[src/rtl/uart_tx_param.sv]
// Purpose : parameterised UART transmitter (start, DATA_BITS LSB first, optional parity, STOP_BITS).
// Latency : start bit appears on txd the cycle after acceptance; tx_done pulses with return to IDLE.
// Backpressure: tx_ready is high only in IDLE; tx_valid while not ready is dropped, never queued.
// Ports   : clk, rst (sync active-low), tx_data/tx_valid/tx_ready handshake,
//           tx_busy (frame in flight), tx_done (1-cycle completion pulse), txd (registered serial line).
module uart_tx_param #(
  parameter int CLKS_PER_BIT = 10417,
  parameter int DATA_BITS    = 8,
  parameter int PARITY       = 0,
  parameter int STOP_BITS    = 1
) (
  input  logic                 clk,
  input  logic                 rst,
  input  logic [DATA_BITS-1:0] tx_data,
  input  logic                 tx_valid,
  output logic                 tx_ready,
  output logic                 tx_busy,
  output logic                 tx_done,
  output logic                 txd
);

  // Elaboration-time parameter guards.
  if (CLKS_PER_BIT < 2) begin : g_bad_cpb
    $error("uart_tx_param: CLKS_PER_BIT must be 2 or more");
  end
  if (DATA_BITS < 5 || DATA_BITS > 9) begin : g_bad_db
    $error("uart_tx_param: DATA_BITS must be 5..9");
  end
  if (PARITY < 0 || PARITY > 2) begin : g_bad_par
    $error("uart_tx_param: PARITY must be 0, 1 or 2");
  end
  if (STOP_BITS < 1 || STOP_BITS > 2) begin : g_bad_sb
    $error("uart_tx_param: STOP_BITS must be 1 or 2");
  end

  // Guard keeps the width sane even when the illegal-value error fires.
  localparam int              CW        = (CLKS_PER_BIT < 2) ? 1 : $clog2(CLKS_PER_BIT);
  localparam logic [CW-1:0]   CNT_MAX   = CW'(CLKS_PER_BIT - 1);
  localparam logic [3:0]      LAST_DATA = 4'(DATA_BITS - 1);
  localparam logic [3:0]      LAST_STOP = 4'(STOP_BITS - 1);

  typedef enum logic [2:0] {
    S_IDLE   = 3'd0,
    S_START  = 3'd1,
    S_DATA   = 3'd2,
    S_PARITY = 3'd3,
    S_STOP   = 3'd4
  } state_t;

  state_t               state;
  state_t               state_nxt;
  logic [CW-1:0]        cnt;
  logic [3:0]           bit_idx;
  logic [DATA_BITS-1:0] shreg;
  logic                 par;
  logic                 bit_tick;
  logic                 accept;
  logic                 txd_nxt;
  logic                 ready_nxt;
  logic                 done_nxt;

  assign bit_tick = (cnt == CNT_MAX);
  assign accept   = tx_valid && tx_ready;
  assign tx_busy  = (state != S_IDLE);

  // ---------------- FSM: state register ----------------
  always_ff @(posedge clk) begin
    if (!rst) begin
      state <= S_IDLE;
    end else begin
      state <= state_nxt;
    end
  end

  // ---------------- FSM: next-state logic ----------------
  always_comb begin
    state_nxt = state;
    case (state)
      S_IDLE: begin
        if (accept) state_nxt = S_START;
      end
      S_START: begin
        if (bit_tick) state_nxt = S_DATA;
      end
      S_DATA: begin
        if (bit_tick && bit_idx == LAST_DATA) begin
          state_nxt = (PARITY != 0) ? S_PARITY : S_STOP;
        end
      end
      S_PARITY: begin
        if (bit_tick) state_nxt = S_STOP;
      end
      S_STOP: begin
        if (bit_tick && bit_idx == LAST_STOP) state_nxt = S_IDLE;
      end
      default: state_nxt = S_IDLE;
    endcase
  end

  // ---------------- FSM: output logic ----------------
  // Outputs are computed from the upcoming state and registered, so txd,
  // tx_ready and tx_done all change together on the edge that enters a state.
  always_comb begin
    txd_nxt   = 1'b1;
    ready_nxt = (state_nxt == S_IDLE);
    done_nxt  = (state == S_STOP) && (state_nxt == S_IDLE);
    case (state_nxt)
      S_IDLE:   txd_nxt = 1'b1;
      S_START:  txd_nxt = 1'b0;
      // On a bit boundary inside DATA the shift happens on this same edge,
      // so the next bit to drive is the one currently at position 1.
      S_DATA:   txd_nxt = (state == S_DATA && bit_tick) ? shreg[1] : shreg[0];
      S_PARITY: txd_nxt = par;
      S_STOP:   txd_nxt = 1'b1;
      default:  txd_nxt = 1'b1;
    endcase
  end

  always_ff @(posedge clk) begin
    if (!rst) begin
      txd      <= 1'b1;
      tx_ready <= 1'b0;
      tx_done  <= 1'b0;
    end else begin
      txd      <= txd_nxt;
      tx_ready <= ready_nxt;
      tx_done  <= done_nxt;
    end
  end

  // ---------------- Datapath ----------------
  always_ff @(posedge clk) begin
    if (!rst) begin
      cnt     <= '0;
      bit_idx <= '0;
      shreg   <= '0;
      par     <= 1'b0;
    end else begin
      // Baud counter sits at 0 in IDLE so every frame starts a fresh bit period.
      if (state == S_IDLE || bit_tick) begin
        cnt <= '0;
      end else begin
        cnt <= cnt + CW'(1);
      end

      // bit_idx counts data bits in DATA and stop bits in STOP.
      if (state != state_nxt) begin
        bit_idx <= '0;
      end else if (bit_tick && (state == S_DATA || state == S_STOP)) begin
        bit_idx <= bit_idx + 4'd1;
      end

      if (accept) begin
        shreg <= tx_data;
        // Parity is fixed at acceptance: even = XOR of data, odd = its inverse.
        par   <= (^tx_data) ^ (PARITY == 1);
      end else if (state == S_DATA && bit_tick) begin
        shreg <= shreg >> 1;
      end
    end
  end

endmodule

[config.mk]
export PLATFORM = sky130hd
export DESIGN_NAME = uart_tx_param
export DESIGN_NICKNAME = d
export VERILOG_FILES = /design/src/rtl/uart_tx_param.sv
export SDC_FILE = /design/constraint.sdc
export NUM_CORES = 1
export LEC_CHECK = 0
export CAP_MARGIN = 20
export CORE_UTILIZATION = 40
export DETAILED_ROUTE_END_ITERATION = 10
export HOLD_SLACK_MARGIN = 0.06
export PLACE_DENSITY = 0.6
export SYNTH_ARGS = -nofsm -noshare
export SYNTH_HDL_FRONTEND = slang
export SYNTH_SLANG_ARGS = --single-unit
[constraint.sdc]
create_clock -name clk -period 3.4 [get_ports clk]
set_input_delay 0.68 -clock clk [delete_from_list [all_inputs] [get_ports clk]]
set_output_delay 0.68 -clock clk [all_outputs]
set_load 0.03 [all_outputs]
==> results of run 1 <==
## final cells by class
type / instances / area (µm²)
tap: 48 / 60.1
multi-input combinational: 138 / 897
inverter: 9 / 33.8
fill: 334 / 1890
sequential: 33 / 661
clock buffer: 7 / 86.3
timing repair buffer: 15 / 148
## layer usage
layer / share of wire [%] / GRT usage [%]
met4: 2.2 / 8.97
met1: 46 / 17.9
met2: 48 / 30.7
met3: 3.6 / 4.66
met5: 0 / 0
## power by group
group | internal, µW | leakage [µW] | switching (µW)
Combinational | 45.2 | 0.000304 | 53.7
Clock | 160 | 0.0000443 | 131
Sequential | 399 | 0.000268 | 9.85
Total | 605 | 0.000616 | 195
## registers in the layout, summed over array words and instances, names as in the netlist
register,flops
shreg,8
bit_idx,4
cnt,14
tx_ready,1
state,3
par,1
txd,1
tx_done,1
## worst max path at each step
stage | startpoint | end | slack, ns | cells past startpoint
CTS | state[0]$_SDFF_PN0_ | tx_busy | 0.85 | 3
detailed placement | cnt[10]$_SDFF_PP0_ | shreg[4]$_SDFFE_PN0P_ | 0.91 | 5
global placement | cnt[10]$_SDFF_PP0_ | shreg[6]$_SDFFE_PN0P_ | 1.02 | 5
global route | cnt[10]$_SDFF_PP0_ | shreg[4]$_SDFFE_PN0P_ | 0.76 | 5
finish | state[0]$_SDFF_PN0_ | tx_busy | 0.84 | 3
floorplan | cnt[10]$_SDFF_PP0_ | shreg[3]$_SDFFE_PN0P_ | 1.15 | 7
## cells in the mapped netlist (all sizes together)
cell and count:
nor4 2, inv 9, a21oi 3, nor3 5
nand3 8, ha 4, or4b 2, a32oi 1
xnor2 13, nand4 1, mux2i 1, nand3b 2
xor2 10, nand2 23, nor2b 1, o221ai 1
or4 1, a21bo 1, o22ai 1, o31ai 1
nor2 35, a211oi 3, and4 3, and3 3
o21bai 1, a31oi 2, clkbuf 3, a311oi 7
dfxtp 33, buf 3, o31a 2, and2 1
## cells in the final DEF, fill, tap and decap left out, drive strengths merged, types with 2 or more instances in the layout
cell type       n
a311oi          7
or4b            2
a211oi          3
clkdlybuf4s50  14
xor2           10
nor3            5
nor4            2
o31a            2
nand3           8
xnor2          13
a31oi           2
a21oi           3
and3            3
dfxtp          33
inv             9
nand3b          2
ha              4
nand2          23
clkbuf          7
nor2           35
and4            3
## logic make-up (layout without fill, tap and decap cells)
family                     count (synthesis)  in the layout  synth area share, %
muxes                                      1              1                0.614
and+or+nand+nor                           87             87                 25.2
xor gates and xnor gates                  23             23                 12.4
adders and majority gates                  4              4                 3.07
AOI/OAI and AO/OA                         23             23                 13.8
DFF                                       33             33                 40.5
buffers and inverters                     15             31                 4.45
## metrics by stage
stage / std cells / total power [µW]
3_5_place_dp: 243 / 516
4_1_cts: 250 / 807
5_1_grt: 250 / 836
6_report: 250 / 799
3_3_place_gp: 243 / 514
2_1_floorplan: 186 / 484
## worst register-to-register path, stage by stage, from the launching register on
cell and delay [ns]:
dfxtp_1 0.33, or4b_4 0.54, or4_4 0.60, o31ai_4 0.56
nor2_1 0.11, a311oi_2 0.29
==> results.ini, run 1 <==
[run_status]
status=finished, final reports clean

[critical_path]
slowest_stage=clkdlybuf4s50_1
cp.required_ns=2.72
start_kind=flip-flop
crit_family=buffers and inverters
r2r_setup_slack_ns=0.88
end_kind=primary output
crit_arrival_ns=1.88
critPathBufInv=1
reg2reg_to=shreg[4]$_SDFFE_PN0P_
r2r_cells=5
worstSetupPathType=flip-flop to primary output
critPathMaxStageDelay_ns=0.69
worstPathMaxFanout=12
worstReg2RegStart=cnt[10]$_SDFF_PP0_
crit_path_cell_trace=nor2_1, nand2_1, clkdlybuf4s50_1

[detailed_routing]
viasPerCell=5.14
dr_total_vias=1285
ant_nets=0
drc=0
wl_per_cell_um=12.5
wl_mm=3.13
firstDrtPassIters=4
drt_iter0_drc=56

[cells_and_area]
drive_gt1_share_pct=9.41
antenna_cells=0
finalInstanceArea_mm2=0.00189
final_util_pct=50.0
finalNetCount=217
syn_to_final_growth_pct=15.7

[synth]
yosysWarnings=0
syn-cell-area_mm2=0.00163
syn_inst=186
ys_ff_latch=33
yosysUniqueCellTypes=36
syn_nets=201
yosysSeqAreaShare_pct=40.5
yosysTopAreaCellShare_pct=40.5
postSynthAreaPerCell_um2=8.77
synth_top_cell_by_area=dfxtp_1
synth_area_leaders=dfxtp_1 41%, nor2_1 8.1%, xnor2_1 7.0%

[timing]
period_needed_ns=2.56
worst_pin_slew_ns=0.577
max_freq_mhz=391
setup-tns-final_ns=0
fin_crit_sh_pct=75.2
setup_viol=0
rsz0062_at_grt=false
clock_skew_ns=0.00418
post-route-worst-setup-slack_ns=0.844
slew-limit-headroom_pct=61.5
finalHoldWorstSlack_ns=0.472
slew_viol_final=0
hold_violations=0

[global_route]
grt_start_max_net_pins=15
grt_pass1_wl_mm=5.53
track_usage_pct=17.1
antenna_found_initial=0
grt_overflow_total=0
first_global_vias=1343

[flow_run]
drv_cap=0

[cts]
post_cts_buffers=0
post_cts_resized=0
clk_latency_ns=0.28
hold_buffers=0
cts_root_buf=clkbuf_8
clockBufferDepth=2
cts_tree=built
htreeDepth=2
clk_pin_slew_worst_paths_ns=0.06
clock_sinks=33
cts_buffers=5

[floorplanning]
core.rowCount=22
die_x_um=65.8
die_area_mm2=0.00433
ioPinCount=15
die_h_um=65.8
start_util_pct=43.2
core_mm2=0.00377

[power]
cellLeakagePower_uw=0.000616
ir_worst_vdd_v=0.000273
p_per_area_mw_per_mm2=424

[place]
dp_slack_ns=0.905
port_buffers=14
gp_congestion=0.822
place_area_mm2=0.00180
hpwl_mm=2.29

[worst_hold_path]
min_from=cnt[0]$_SDFF_PP0_
hold_class=flip-flop to flip-flop
holdPathEnd=cnt[0]$_SDFF_PP0_
whs_path_depth=1

(Power assumes the default switching activity.)
==> run 2: changes to the inputs <==
--- a/config.mk
+++ b/config.mk
@@ -9,7 +9,7 @@
 export CORE_UTILIZATION = 40
 export DETAILED_ROUTE_END_ITERATION = 10
 export HOLD_SLACK_MARGIN = 0.06
-export PLACE_DENSITY = 0.6
+export PLACE_DENSITY = 0.62
 export SYNTH_ARGS = -nofsm -noshare
 export SYNTH_HDL_FRONTEND = slang
 export SYNTH_SLANG_ARGS = --single-unit
==> constraint.sdc (replaced) <==
create_clock -name clk -period 2.3 [get_ports clk]
set_input_delay 0.46 -clock clk [delete_from_list [all_inputs] [get_ports clk]]
set_output_delay 0.46 -clock clk [all_outputs]
set_load 0.03 [all_outputs]
==> run 2 against run 1 <==
Net effect: global-route usage up 0.67 points; worst hold slack better by 0.010 ns; register-to-register slack got worse by 0.81 ns; largest power group unchanged; power is 48% higher; clock power is 41% higher; critical path type is now flip-flop to flip-flop; sequential share of layout area is 2.8 points lower; critical path depth grew 3; first-iteration DRC count is 43% higher; die area unchanged; clock skew up 0.0015 ns.
==> results.ini, run 2 (synthesized netlist as in run 1, its figures left out) <==
[floorplanning]
die_x_um=65.8
die_area_mm2=0.00433
core_mm2=0.00377
ioPinCount=15
core.rowCount=22
start_util_pct=43.2
die_h_um=65.8

[cts]
clk_pin_slew_worst_paths_ns=0.06
clockBufferDepth=2
cts_root_buf=clkbuf_8
cts_tree=built
cts_buffers=5
htreeDepth=2
clock_sinks=33
clk_latency_ns=0.29

[global_route]
antenna_found_initial=0
grt_start_max_net_pins=15
grt_overflow_total=0
first_global_vias=1382
grt_pass1_wl_mm=5.68
track_usage_pct=17.8

[critical_path]
crit_path_cell_trace=or4b_4, or4_4, buf_4, nor4_2, xnor2_1, nor2_1
start_kind=flip-flop
slowest_stage=or4_4
cp.required_ns=2.48
critPathMaxStageDelay_ns=0.59
worstSetupPathType=flip-flop to flip-flop
worstPathMaxFanout=7
r2r_cells=6
end_kind=flip-flop
crit_arrival_ns=2.40

[worst_hold_path]
hold_class=flip-flop to flip-flop
whs_path_depth=1

[place]
hpwl_mm=2.29
gp_congestion=0.820
port_buffers=14

[power]
p_clk_share_pct=34.9
cellLeakagePower_uw=0.000698
p_sw_share_pct=25.1
intPower_uw=887
seqPwrFrac_pct=50.7
p_per_area_mw_per_mm2=578
fin_total_pwr_uw=1180
p_switching_uw=297
ir_worst_vdd_v=0.000373
p_comb_share_pct=14.4

[detailed_routing]
drt_iter0_drc=80
viasPerCell=5.16
wl_per_cell_um=12.2
ant_nets=0
dr_total_vias=1372
drc=0
wl_mm=3.25
firstDrtPassIters=4

[cells_and_area]
drive_gt1_share_pct=17.4
layout_commonest_cell=nor2_1
final_cell_mix=35 x nor2_1, 33 x dfxtp_1, 23 x nand2_1
antenna_cells=0
largest-register=cnt
syn_to_final_growth_pct=25.6
largest_reg_flops=14
top_regs=cnt x14, shreg x8, bit_idx x4
finalNetCount=232

[timing]
setup-tns-final_ns=0
clock_skew_ns=0.00568
slew-limit-headroom_pct=72.1
max_freq_mhz=449
slew_viol_final=0
worst_pin_slew_ns=0.417
period_needed_ns=2.23
setup_viol=0
hold_violations=0
fin_crit_sh_pct=96.7

[flow_run]
drv_cap=0

[run_status]
status=finished, final reports clean

[run 2: cell types whose count changed in the layout (fill, tap and decap cells not counted), moves of 2 or more]
cell	change
a211oi_1	-2
buf_4	+14
clkbuf_1	+2
a211oi_2	+2
[run 2: path summary, 6_finish.rpt]
check                          start                       to  slack (ns)
setup reg to reg  cnt[10]$_SDFF_PP0_  bit_idx[3]$_SDFFE_PP0P_        0.07
setup / recovery  cnt[10]$_SDFF_PP0_  bit_idx[3]$_SDFFE_PP0P_        0.07
hold / removal     cnt[0]$_SDFF_PP0_        cnt[0]$_SDFF_PP0_        0.48
hold reg to reg    cnt[0]$_SDFF_PP0_        cnt[0]$_SDFF_PP0_        0.48
[run 2: power by group through the flow]
| stage | combinational [µW] | sequential [µW] | clock [µW] |
|---|---|---|---|
| floorplan | 99.6 | 616 | 0 |
| global placement | 158 | 611 | 0 |
| detailed placement | 161 | 612 | 0 |
| CTS | 162 | 599 | 434 |
| global route | 188 | 602 | 461 |
| finish | 171 | 600 | 413 |
[run 2: timing repair]
action                     CTS  global route
buffers inserted             2             2
hold buffers                 0             0
cloned                       0             0
setup endpoints to repair    1            13
pin swaps                    1             4
resized for setup            0             7
[run 2: through the flow]
step                util [%]  std cells  hold WS (ns)  instance area, µm²  setup WS [ns]
finish                  54.3        266         0.483                2050         0.0749
global placement        50.2        254         0.459                1890         0.0615
detailed placement      50.2        254         0.472                1890        -0.0134
global route            54.3        266         0.506                2050        -0.0266
CTS                     52.8        264         0.486                1990        0.00161
floorplan                  -        186         0.437                1630         0.0509
[run 2: layout make-up]
class                      count  area [µm²]
clock buffer                   8        80.1
fill                         346        1720
inverter                       9        33.8
multi-input combinational    138         940
sequential                    33         661
tap                           48        60.1
timing repair buffer          30         273
[run 2: critical path: cells and delay by family, from the launching register on]
family / cells / cell delay, ns
buffers and inverters: 1 / 0.17
and+or+nand+nor: 4 / 1.47
xor gates and xnor gates: 1 / 0.15
DFF: 1 / 0.33
[run 2: routing by layer]
| layer | global-route usage (%) | part of all wire [%] | vias to the layer above |
|---|---|---|---|
| li1 | - | - | 698 |
| met4 | 9.51 | 2.1 | 0 |
| met2 | 29.0 | 48 | 16 |
| met3 | 6.72 | 4.0 | 6 |
| met5 | 0 | 0 | - |
| met1 | 19.8 | 46 | 652 |
==> run 3: changes to the inputs <==
--- a/config.mk
+++ b/config.mk
@@ -6,10 +6,11 @@
 export NUM_CORES = 1
 export LEC_CHECK = 0
 export CAP_MARGIN = 20
-export CORE_UTILIZATION = 40
+export CORE_UTILIZATION = 50
 export DETAILED_ROUTE_END_ITERATION = 10
+export GPL_ROUTABILITY_DRIVEN = 0
 export HOLD_SLACK_MARGIN = 0.06
-export PLACE_DENSITY = 0.62
+export PLACE_DENSITY = 0.75
 export SYNTH_ARGS = -nofsm -noshare
 export SYNTH_HDL_FRONTEND = slang
 export SYNTH_SLANG_ARGS = --single-unit
==> run 3 against run 2 <==
Net effect: register-to-register slack worse by 0.04 ns; clock power fell by 24%; maximum frequency fell by 2.0%; combinational power barely moved; largest power group unchanged; cell area shrank 2.6%.
==> results.ini, run 3 (synthesized netlist as in run 1, its figures left out) <==
[timing]
rsz0062_at_grt=true
post-route-worst-setup-slack_ns=0.0300
max_freq_mhz=441
fin_crit_sh_pct=98.7
setup-tns-final_ns=0
setup_viol=0
slew-limit-headroom_pct=71.4
hold_violations=0
slew_viol_final=0
worst_pin_slew_ns=0.426
clock_skew_ns=0.00654
period_needed_ns=2.27

[place]
port_buffers=14
hpwl_mm=2.28
dp_slack_ns=0.0100
place_area_mm2=0.00188

[floorplanning]
die_h_um=59.1
ioPinCount=15
start_util_pct=53.0
core_mm2=0.00308
die_area_mm2=0.00349
core.rowCount=20
die_x_um=59.1

[cells_and_area]
largest-register=cnt
final_cell_mix=32 x nor2_1, 32 x dfxtp_1, 23 x nand2_1
finalNetCount=230
antenna_cells=0
drive_gt1_share_pct=17.6
top_regs=cnt x14, shreg x8, bit_idx x4
largest_reg_flops=14
nFillCells=278
finalInstanceArea_mm2=0.00199
final_util_pct=64.8
syn_to_final_growth_pct=22.3

[global_route]
grt_pass1_wl_mm=5.53
grt_start_max_net_pins=15
antenna_found_initial=0
grt_overflow_total=0
track_usage_pct=21.8
first_global_vias=1305

[detailed_routing]
dr_total_vias=1347
ant_nets=0
drc=0
wl_per_cell_um=12.2
wl_mm=3.16
drt_iter0_drc=59
viasPerCell=5.18
firstDrtPassIters=4

[critical_path]
worstSetupPathType=flip-flop to flip-flop
cp.required_ns=2.52
reg2reg_to=txd$_SDFF_PN1_
end_kind=flip-flop
worstReg2RegStart=cnt[10]$_SDFF_PP0_
start_kind=flip-flop
r2r_cells=5
worstPathMaxFanout=8
crit_arrival_ns=2.49
r2r_setup_slack_ns=0.03

[flow_run]
drv_cap=0

[power]
cellLeakagePower_uw=0.000694
fin_total_pwr_uw=1080
p_per_area_mw_per_mm2=544
ir_worst_vdd_v=0.000344

[cts]
clockBufferDepth=2
clk_latency_ns=0.34
cts_tree=built
clock_sinks=33
hold_buffers=0
htreeDepth=2
cts_buffers=5
clk_pin_slew_worst_paths_ns=0.10
cts_root_buf=clkbuf_4

[worst_hold_path]
min_from=shreg[7]$_SDFFE_PN0P_
whs_path_depth=2
hold_class=flip-flop to flip-flop
holdPathEnd=shreg[7]$_SDFFE_PN0P_

[run_status]
status=finished, final reports clean

[run 3: layout make-up]
class | instances | area, µm² | area share [%]
Clock buffer | 8 | 48.8 | 2.45
Inverter | 9 | 33.8 | 1.69
Multi-Input combinational cell | 138 | 937 | 47.0
Sequential cell | 33 | 662 | 33.2
Tap cell | 44 | 55.1 | 2.76
Timing Repair Buffer | 28 | 258 | 12.9
[run 3: worst max-delay path: stages, from the launching register on]
cell and delay [ns]:
dfxtp_2 0.34, or4b_4 0.54, or4_4 0.60, o31a_2 0.36, a211oi_1 0.23, a32oi_1 0.07
[run 3: per-layer routing]
| layer | GRT usage [%] | up-vias | routed length [µm] |
|---|---|---|---|
| met5 | 0 | - | 0 |
| met3 | 5.90 | 8 | 107 |
| li1 | - | 702 | - |
| met2 | 35.2 | 17 | 1530 |
| met1 | 24.6 | 620 | 1430 |
| met4 | 16.3 | 0 | 90 |
[run 3: power by group]
part           switching [µW]  internal, µW
clock                     191           122
sequential               10.7           589
combinational            87.6          84.3
[run 3: through the flow]
| step | hold slack, ns | std cells |
|---|---|---|
| floorplan | 0.437 | 186 |
| global placement | 0.457 | 249 |
| detailed placement | 0.481 | 249 |
| CTS | 0.497 | 258 |
| global route | 0.517 | 260 |
| finish | 0.492 | 260 |
[run 3: worst max-delay path by stage]
stage,start,endpoint,cells after the start
after floorplan,cnt[10]$_SDFF_PP0_,shreg[3]$_SDFFE_PN0P_,7
after global routing,cnt[10]$_SDFF_PP0_,shreg[0]$_SDFFE_PN0P_,5
after CTS,cnt[9]$_SDFF_PP0_,shreg[2]$_SDFFE_PN0P_,6
after global placement,cnt[10]$_SDFF_PP0_,shreg[6]$_SDFFE_PN0P_,6
after detailed placement,cnt[10]$_SDFF_PP0_,shreg[2]$_SDFFE_PN0P_,6
final,cnt[10]$_SDFF_PP0_,txd$_SDFF_PN1_,5
[run 3: what timing repair did]
action                     4_1_cts  5_1_grt
gates resized for setup          0        9
pin swaps                        1        3
setup endpoints to repair        2       13
buffers inserted                 1        2
cloned                           0        0
